[src/rtl/sl_iter.sv]
`default_nettype none
// ============================================================================
// Module   : sl_iter
// Brief    : Iterative 32-bit left shifter, one bit per clock, logical or
//            rotate mode, with start/busy/done handshake.
// Revision : 1.0 - initial release
// ============================================================================
module sl_iter (
   input  logic        clk,
   input  logic        reset,
   input  logic        start,
   input  logic [31:0] in,
   input  logic [4:0]  shamt,
   input  logic        rot,
   output logic [31:0] outp,
   output logic        carry,
   output logic        busy,
   output logic        done
);

   localparam logic [1:0] c_IDLE  = 2'd0;
   localparam logic [1:0] c_SHIFT = 2'd1;
   localparam logic [1:0] c_DONE  = 2'd2;

   logic [1:0]  r_state;
   logic [1:0]  w_state_nxt;
   logic [31:0] r_wr;
   logic [4:0]  r_cnt;
   logic        r_rot;
   logic [31:0] r_outp;
   logic        r_carry;
   logic [31:0] w_shifted;
   logic        w_accept;
   logic        w_last;

   // In rotate mode the bit leaving position 31 re-enters at position 0.
   assign w_shifted = {r_wr[30:0], r_rot & r_wr[31]};
   assign w_accept  = (r_state == c_IDLE) && start;
   assign w_last    = (r_state == c_SHIFT) && (r_cnt == 5'd1);

   // State register
   always_ff @(posedge clk) begin
      if (reset) begin
         r_state <= c_IDLE;
      end else begin
         r_state <= w_state_nxt;
      end
   end

   // Next-state logic
   always_comb begin
      w_state_nxt = r_state;
      case (r_state)
         c_IDLE: begin
            if (start) begin
               w_state_nxt = (shamt == 5'd0) ? c_DONE : c_SHIFT;
            end
         end
         c_SHIFT: begin
            if (r_cnt == 5'd1) begin
               w_state_nxt = c_DONE;
            end
         end
         c_DONE: begin
            w_state_nxt = c_IDLE;
         end
         default: begin
            w_state_nxt = c_IDLE;
         end
      endcase
   end

   // Output decode
   always_comb begin
      busy = 1'b0;
      done = 1'b0;
      case (r_state)
         c_IDLE: begin
            busy = 1'b0;
         end
         c_SHIFT: begin
            busy = 1'b1;
         end
         c_DONE: begin
            busy = 1'b1;
            done = 1'b1;
         end
         default: begin
            busy = 1'b0;
         end
      endcase
   end

   // Datapath: working register, counter, mode and result registers
   always_ff @(posedge clk) begin
      if (reset) begin
         r_wr    <= 32'd0;
         r_cnt   <= 5'd0;
         r_rot   <= 1'b0;
         r_outp  <= 32'd0;
         r_carry <= 1'b0;
      end else if (w_accept) begin
         r_wr  <= in;
         r_cnt <= shamt;
         r_rot <= rot;
         if (shamt == 5'd0) begin
            r_outp  <= in;
            r_carry <= 1'b0;
         end
      end else if (r_state == c_SHIFT) begin
         r_wr    <= w_shifted;
         r_cnt   <= r_cnt - 5'd1;
         r_carry <= r_wr[31];
         if (w_last) begin
            r_outp <= w_shifted;
         end
      end
   end

   assign outp  = r_outp;
   assign carry = r_carry;

endmodule
`default_nettype wire

[config.mk]
export PLATFORM = sky130hd
export DESIGN_NAME = sl_iter
export DESIGN_NICKNAME = d
export VERILOG_FILES = /design/src/rtl/sl_iter.sv
export SDC_FILE = /design/constraint.sdc
export NUM_CORES = 1
export LEC_CHECK = 0
export ABC_AREA = 0
export BUFFER_PORTS_ARGS = -buffer_cell sky130_fd_sc_hd__clkbuf_2
export CAP_MARGIN = 20
export CORE_MARGIN = 2
export CORE_UTILIZATION = 62
export CTS_BUF_LIST = sky130_fd_sc_hd__clkbuf_4 sky130_fd_sc_hd__clkbuf_8
export CTS_CLUSTER_SIZE = 12
export DETAILED_ROUTE_END_ITERATION = 8
export PLACE_DENSITY = 0.88
export SLEW_MARGIN = 25
export SYNTH_ARGS = -nofsm -noshare
export SYNTH_HDL_FRONTEND = slang
export SYNTH_SLANG_ARGS = --single-unit
[constraint.sdc]
create_clock -name clk -period 4.2 [get_ports clk]
set_input_delay 0.42 -clock clk [delete_from_list [all_inputs] [get_ports clk]]
set_output_delay 0.42 -clock clk [all_outputs]
set_load 0.02 [all_outputs]
# --- Word-level counts from Yosys, hierarchy flattened ---
# Index checks and enable logic that the tools add are counted.
op_classes:
  reduce_logical: 10
  add_sub_neg: 1
  bitwise_logic: 1
  n_eq_ne: 6
  n_mux: 17
op_table:
  columns: ["cell", "count"]
  rows:
  - ["$mux W32", 6]
  - ["$mux W5", 2]
  - ["$mux W2", 3]
  - ["$eq A5 B1 Y1 const B", 1]
  - ["$logic_not A5 Y1", 1]
  - ["$mux W1", 5]
  - ["$sub A5 B1 Y5 const B", 1]
  - ["$ne A2 B2 Y1 const B", 2]
  - ["$pmux W2 S2", 1]
  - ["$reduce_and A2 Y1", 2]
  - ["$reduce_bool A2 Y1", 2]
  - ["$reduce_and A3 Y1", 1]
  - ["$eq A2 B1 Y1 const B", 1]
  - ["$eq A2 B2 Y1 const B", 1]
  - ["$logic_and A1 B1 Y1", 2]
  - ["$logic_not A2 Y1", 1]
  - ["$ne A2 B1 Y1 const B", 1]
  - ["$reduce_or A2 Y1", 1]
  - ["$and A1 B1 Y1", 1]
word_totals:
  input_bits: 41
  wordCells: 41
  out_inout_bits: 35
  regBits: 73

# --- Longest topological paths before layout ---
depth:
  ltp_word: 5
  mapped_depth: 8
  mapped_depth_nobuf: 5

# --- Worst setup path after synthesis ---
# Ideal clock, no wire load.
synth_path:
  path_kind: "input to register"
  startpoint: "input shamt[0]"
  endpoint: "register r_outp[10] (netlist: outp[10])"
  n_path_buf: 1
  required_ps: 4079
  path_stages: 4
  setup_slack_ps: 2365
  arrival_time_ps: 1714
  setup_time_ps: 121
  path_cell_list: "or4_4 o22a_4 buf_12 mux2_4"
synth_via:
  elab_chain_len: 3
synth_lines:
  columns: ["item", "line", "rtl"]
  rows:
  - ["start, declared", "13", "input logic [4:0] shamt,"]
  - ["$logic_not A5 Y1", "106", "if (shamt == 5'd0) begin"]
  - ["$ne A2 B1 Y1 (no source line)", null, null]
  - ["$reduce_and A3 Y1 (no source line)", null, null]
  - ["end signal, assigned", "107", "r_outp <= in;"]
  - ["end signal, assigned", "115", "r_outp <= w_shifted;"]
  - ["end, declared", "30", "logic [31:0] r_outp;"]
# Every way passes these cells.
# A chain may end at the register's enable or synchronous reset.

# --- Final worst setup path ---
layout_path:
  startpoint: "register r_state[1]"
  endpoint: "register r_outp[1] (netlist: outp[1])"
layout_via:
  elab_chain_len: 4
  elab_cells_between_ends: 9
  classes_between: "eq/ne (2); mux (1); reduce/logical (6)"
layout_lines:
  columns: ["item", "line", "rtl"]
  rows:
  - ["start, declared", "25", "logic [1:0] r_state;"]
  - ["start signal, assigned", "44", "r_state <= c_IDLE;"]
  - ["start signal, assigned", "46", "r_state <= w_state_nxt;"]
  - ["$logic_not A2 Y1 or $eq A2 B1 Y1 (tied branches)", "38, 39, 110", null]
  - ["$logic_and A1 B1 Y1, on equally long branches", "38, 39", null]
  - ["$ne A2 B1 Y1 (no source line) or $reduce_bool A2 Y1 (tied branches)", null, null]
  - ["$reduce_and A3 Y1 (no source line)", null, null]
# Several ways; a longest one is shown, not always the timed one.

==> results_dict.tcl <==
set metrics [dict create \
    grt_remaining_overflow 0 \
    initial_core_utilization_pct 63.4 \
    final.period_utilization_pct 56.1 \
    number_of_flops_mapped_to_enable_cells_by_yosys 0 \
    crit_path_max_fanout 33 \
    power_per_unit_of_standard_cell_area_nw_per_um2 393 \
    setup_ws_ns 1.84 \
    fmax_ghz 0.424 \
    area.growth.synth_to_final_pct 12.2 \
    hp-class "input port to flip-flop" \
    p_clk_share_pct 28.6 \
    grtUsageTotal_pct 23.6 \
    cts.reportedPaths.clkPinSlew_ns 0.07 \
    critPathMaxStageDelay_ns 0.57 \
    cp.buffers_inverters 1 \
    cts-htree-levels 3 \
    leakagePower_nw 1.95 \
    syn_avg_cell_area_um2 9.48 \
    post_cts_buffers 0 \
    post_synth_instance_area_um2 3980 \
    antenna_cells 0 \
    critical-path-slowest-cell "sky130_fd_sc_hd__ha_2" \
    max_cap_viol_count 0 \
    cts_num_sinks 73 \
    io_buffer_count 75 \
    crit_arrival_ns 2.57 \
    fillCellCount 477 \
    dieWidth_um 84.1 \
    ctsResizeCount 0 \
    place_ws_ns 1.69 \
    detailed_place_hpwl_um 5170 \
    drtIter0Drc 197 \
    vias_per_cell 5.70 \
    seqCellArea_um2 1460 \
    core_ar_um2 6280 \
    tritonroute_pass_1_iters 4 \
    vias_in_the_first_global_route 3013 \
    detailroute.via_count 3149 \
    final-max-slew-violation-count 0 \
    peakVddDrop_uv 295 \
    root_buffer "sky130_fd_sc_hd__clkbuf_8" \
    total_power_w 0.00175 \
    route.detailed.wl_per_inst_um 14.7 \
    transition_time_at_the_pin_with_the_least_slew_margin_ns 1.01 \
    antenna_found_initial 0 \
    number_of_nets_in_the_layout 516 \
    cp_top_family "compound AO/OA/AOI/OAI gates" \
    clock_tree_from_tritoncts "yes" \
    synth_instances 420 \
    cts_buffer_depth 2 \
    wl_um 8100 \
    synth.distinct_cells 38 \
    grt_start_max_net_pins 107 \
    status "finished, final reports clean" \
    async_flop_share_pct 0 \
    synth-seq-area-share_pct 36.7 \
    power.sequential.fraction_pct 45.0 \
    skew_ns 0.00509 \
    timing_worst_setup_path_type "flip-flop to flip-flop" \
    cts_hold_buf 0 \
    drive_above_1_share_pct 41.1 \
    final_setup_violation_count 0 \
    endpoint_kind "flip-flop" \
    yosys_register_bits 73 \
    worstPathCellList "inv_1 -> ha_2 -> a21bo_2 -> o22a_4 -> mux2_1" \
    cp-start-kind "flip-flop" \
    ios 76 \
    post-route-drc-count 0 \
    floorplan.die.height_um 84.1 \
    slew-limit-headroom_pct 32.5 \
    placementRows 29 \
    final.setup.tns_ns 0 \
    r2r_setup_slack_ns 1.84 \
    syn_nets 466 \
    number_of_buffers_created_by_cts 9 \
    netSwitchingPower_w 0.000538 \
    final_antenna_net_count 0 \
    die_area_um2 7080 \
    final_core_util_pct 71.2 \
    comb_power_share_pct 26.4 \
    synth.yosys.warnings 0 \
    multi_input_comb_area_um2 2310 \
    rsz0062_at_grt "false" \
    place.gp.congestion 0.884 \
    final_period_minus_worst_setup_slack_ns 2.36 \
    timing.final.hold_violations 0 \
    swShare_pct 30.7 \
    power.internal_w 0.00122 \
    worst_ep_required_time_ns 4.42 \
    worstSkewPairLatency_ns 0.34 \
    synth_top_flop_cell "sky130_fd_sc_hd__dfxtp_1" \
    grt_pass1_wl_um 13800 \
]
[kinds of logic after synthesis]
| family | synth area share (%) |
|---|---|
| AO/OA/AOI/OAI | 20.0 |
| XOR/XNOR | 0.660 |
| adder cells (fa/ha/maj) | 1.57 |
| buffers and inverters | 5.56 |
| flip-flops | 36.7 |
| multiplexers | 20.3 |
| AND/OR/NAND/NOR | 15.2 |
[metal layers]
layer / vias up / track usage (%) / share of wire, %
li1: 1580 / - / -
met1: 1473 / 30.4 / 44
met2: 87 / 38.2 / 49
met3: 9 / 6.78 / 5.2
met4: 0 / 7.92 / 1.3
met5: - / 0 / 0
[placed cells by master, fill, tap and decap left out, types with 3 or more instances in the layout]
master	netlist	final
sky130_fd_sc_hd__a211oi_1	3	3
sky130_fd_sc_hd__dfxtp_1	73	73
sky130_fd_sc_hd__buf_4	0	5
sky130_fd_sc_hd__inv_1	4	4
sky130_fd_sc_hd__a21bo_2	32	32
sky130_fd_sc_hd__nor2b_1	32	32
sky130_fd_sc_hd__nor2_1	7	7
sky130_fd_sc_hd__a311oi_1	3	3
sky130_fd_sc_hd__nand3_1	36	36
sky130_fd_sc_hd__clkbuf_2	0	74
sky130_fd_sc_hd__ha_1	5	3
sky130_fd_sc_hd__clkbuf_4	0	7
sky130_fd_sc_hd__nand2_1	35	34
sky130_fd_sc_hd__mux2_4	29	29
sky130_fd_sc_hd__clkbuf_8	0	9
sky130_fd_sc_hd__mux2_2	31	31
sky130_fd_sc_hd__a21oi_1	65	65
[registers in the layout, summed over array words and instances, names as in the netlist]
name     flops
r_rot        1
r_state      2
carry        1
outp        32
r_cnt        5
r_wr        32
[through the flow]
stage | hold WS (ns) | instances | cell area, um2
after global routing | 0.301 | 552 | 4470
after CTS | 0.329 | 552 | 4460
after floorplan | 0.450 | 420 | 3980
after detailed placement | 0.469 | 536 | 4290
final | 0.335 | 552 | 4470
after global placement | 0.463 | 536 | 4290
[power groups by stage]
stage | combinational [W] | sequential (W) | clock [W]
after floorplan | 0.000375 | 0.000797 | 0
after global placement | 0.000449 | 0.000800 | 0
after detailed placement | 0.000460 | 0.000804 | 0
after CTS | 0.000463 | 0.000789 | 0.000512
after global routing | 0.000512 | 0.000797 | 0.000544
final | 0.000462 | 0.000790 | 0.000502
[area by class of cell]
type                            count  share of cell area (%)
Multi-Input combinational cell    302                    51.6
Clock buffer                       16                    3.95
Sequential cell                    73                    32.7
Inverter                            5                   0.420
Tap cell                           77                    2.16
Timing Repair Buffer               79                    9.13
[final timing paths]
kind | startpoint | endpoint | depth (start not counted)
worst max-delay path | r_state[1] | outp[1] | 5
worst min-delay path | rot | r_rot | 3
worst max register to register | r_state[1] | outp[1] | 5
worst min register to register | r_rot | r_rot | 2
[Yosys cell counts, drive strengths merged, types with 2 or more instances]
library cell   n  area [um2]
dfxtp         73        1460
nand2b         2        12.5
ha             5        62.6
a311oi         3        26.3
clkbuf        29         109
nand2         35         131
mux2          62         807
inv            5        18.8
nor2           7        26.3
xnor2          2        17.5
buf           11        93.8
a21bo         32         320
nor2b         32         200
nand3         36         180
o31ai          2        20.0
o211ai         2        15.0
or4            2        18.8
a211oi         3        22.5
a21oi         65         325
[worst reg2reg max path: cells and delay by family (launching register included)]
family,cells,cell delay [ns]
compound gates,2,0.81
fa+ha+maj,1,0.57
mux,1,0.42
flops,1,0.32
buf+inv,1,0.12
Note: power is estimated with default switching activity, not from simulation.
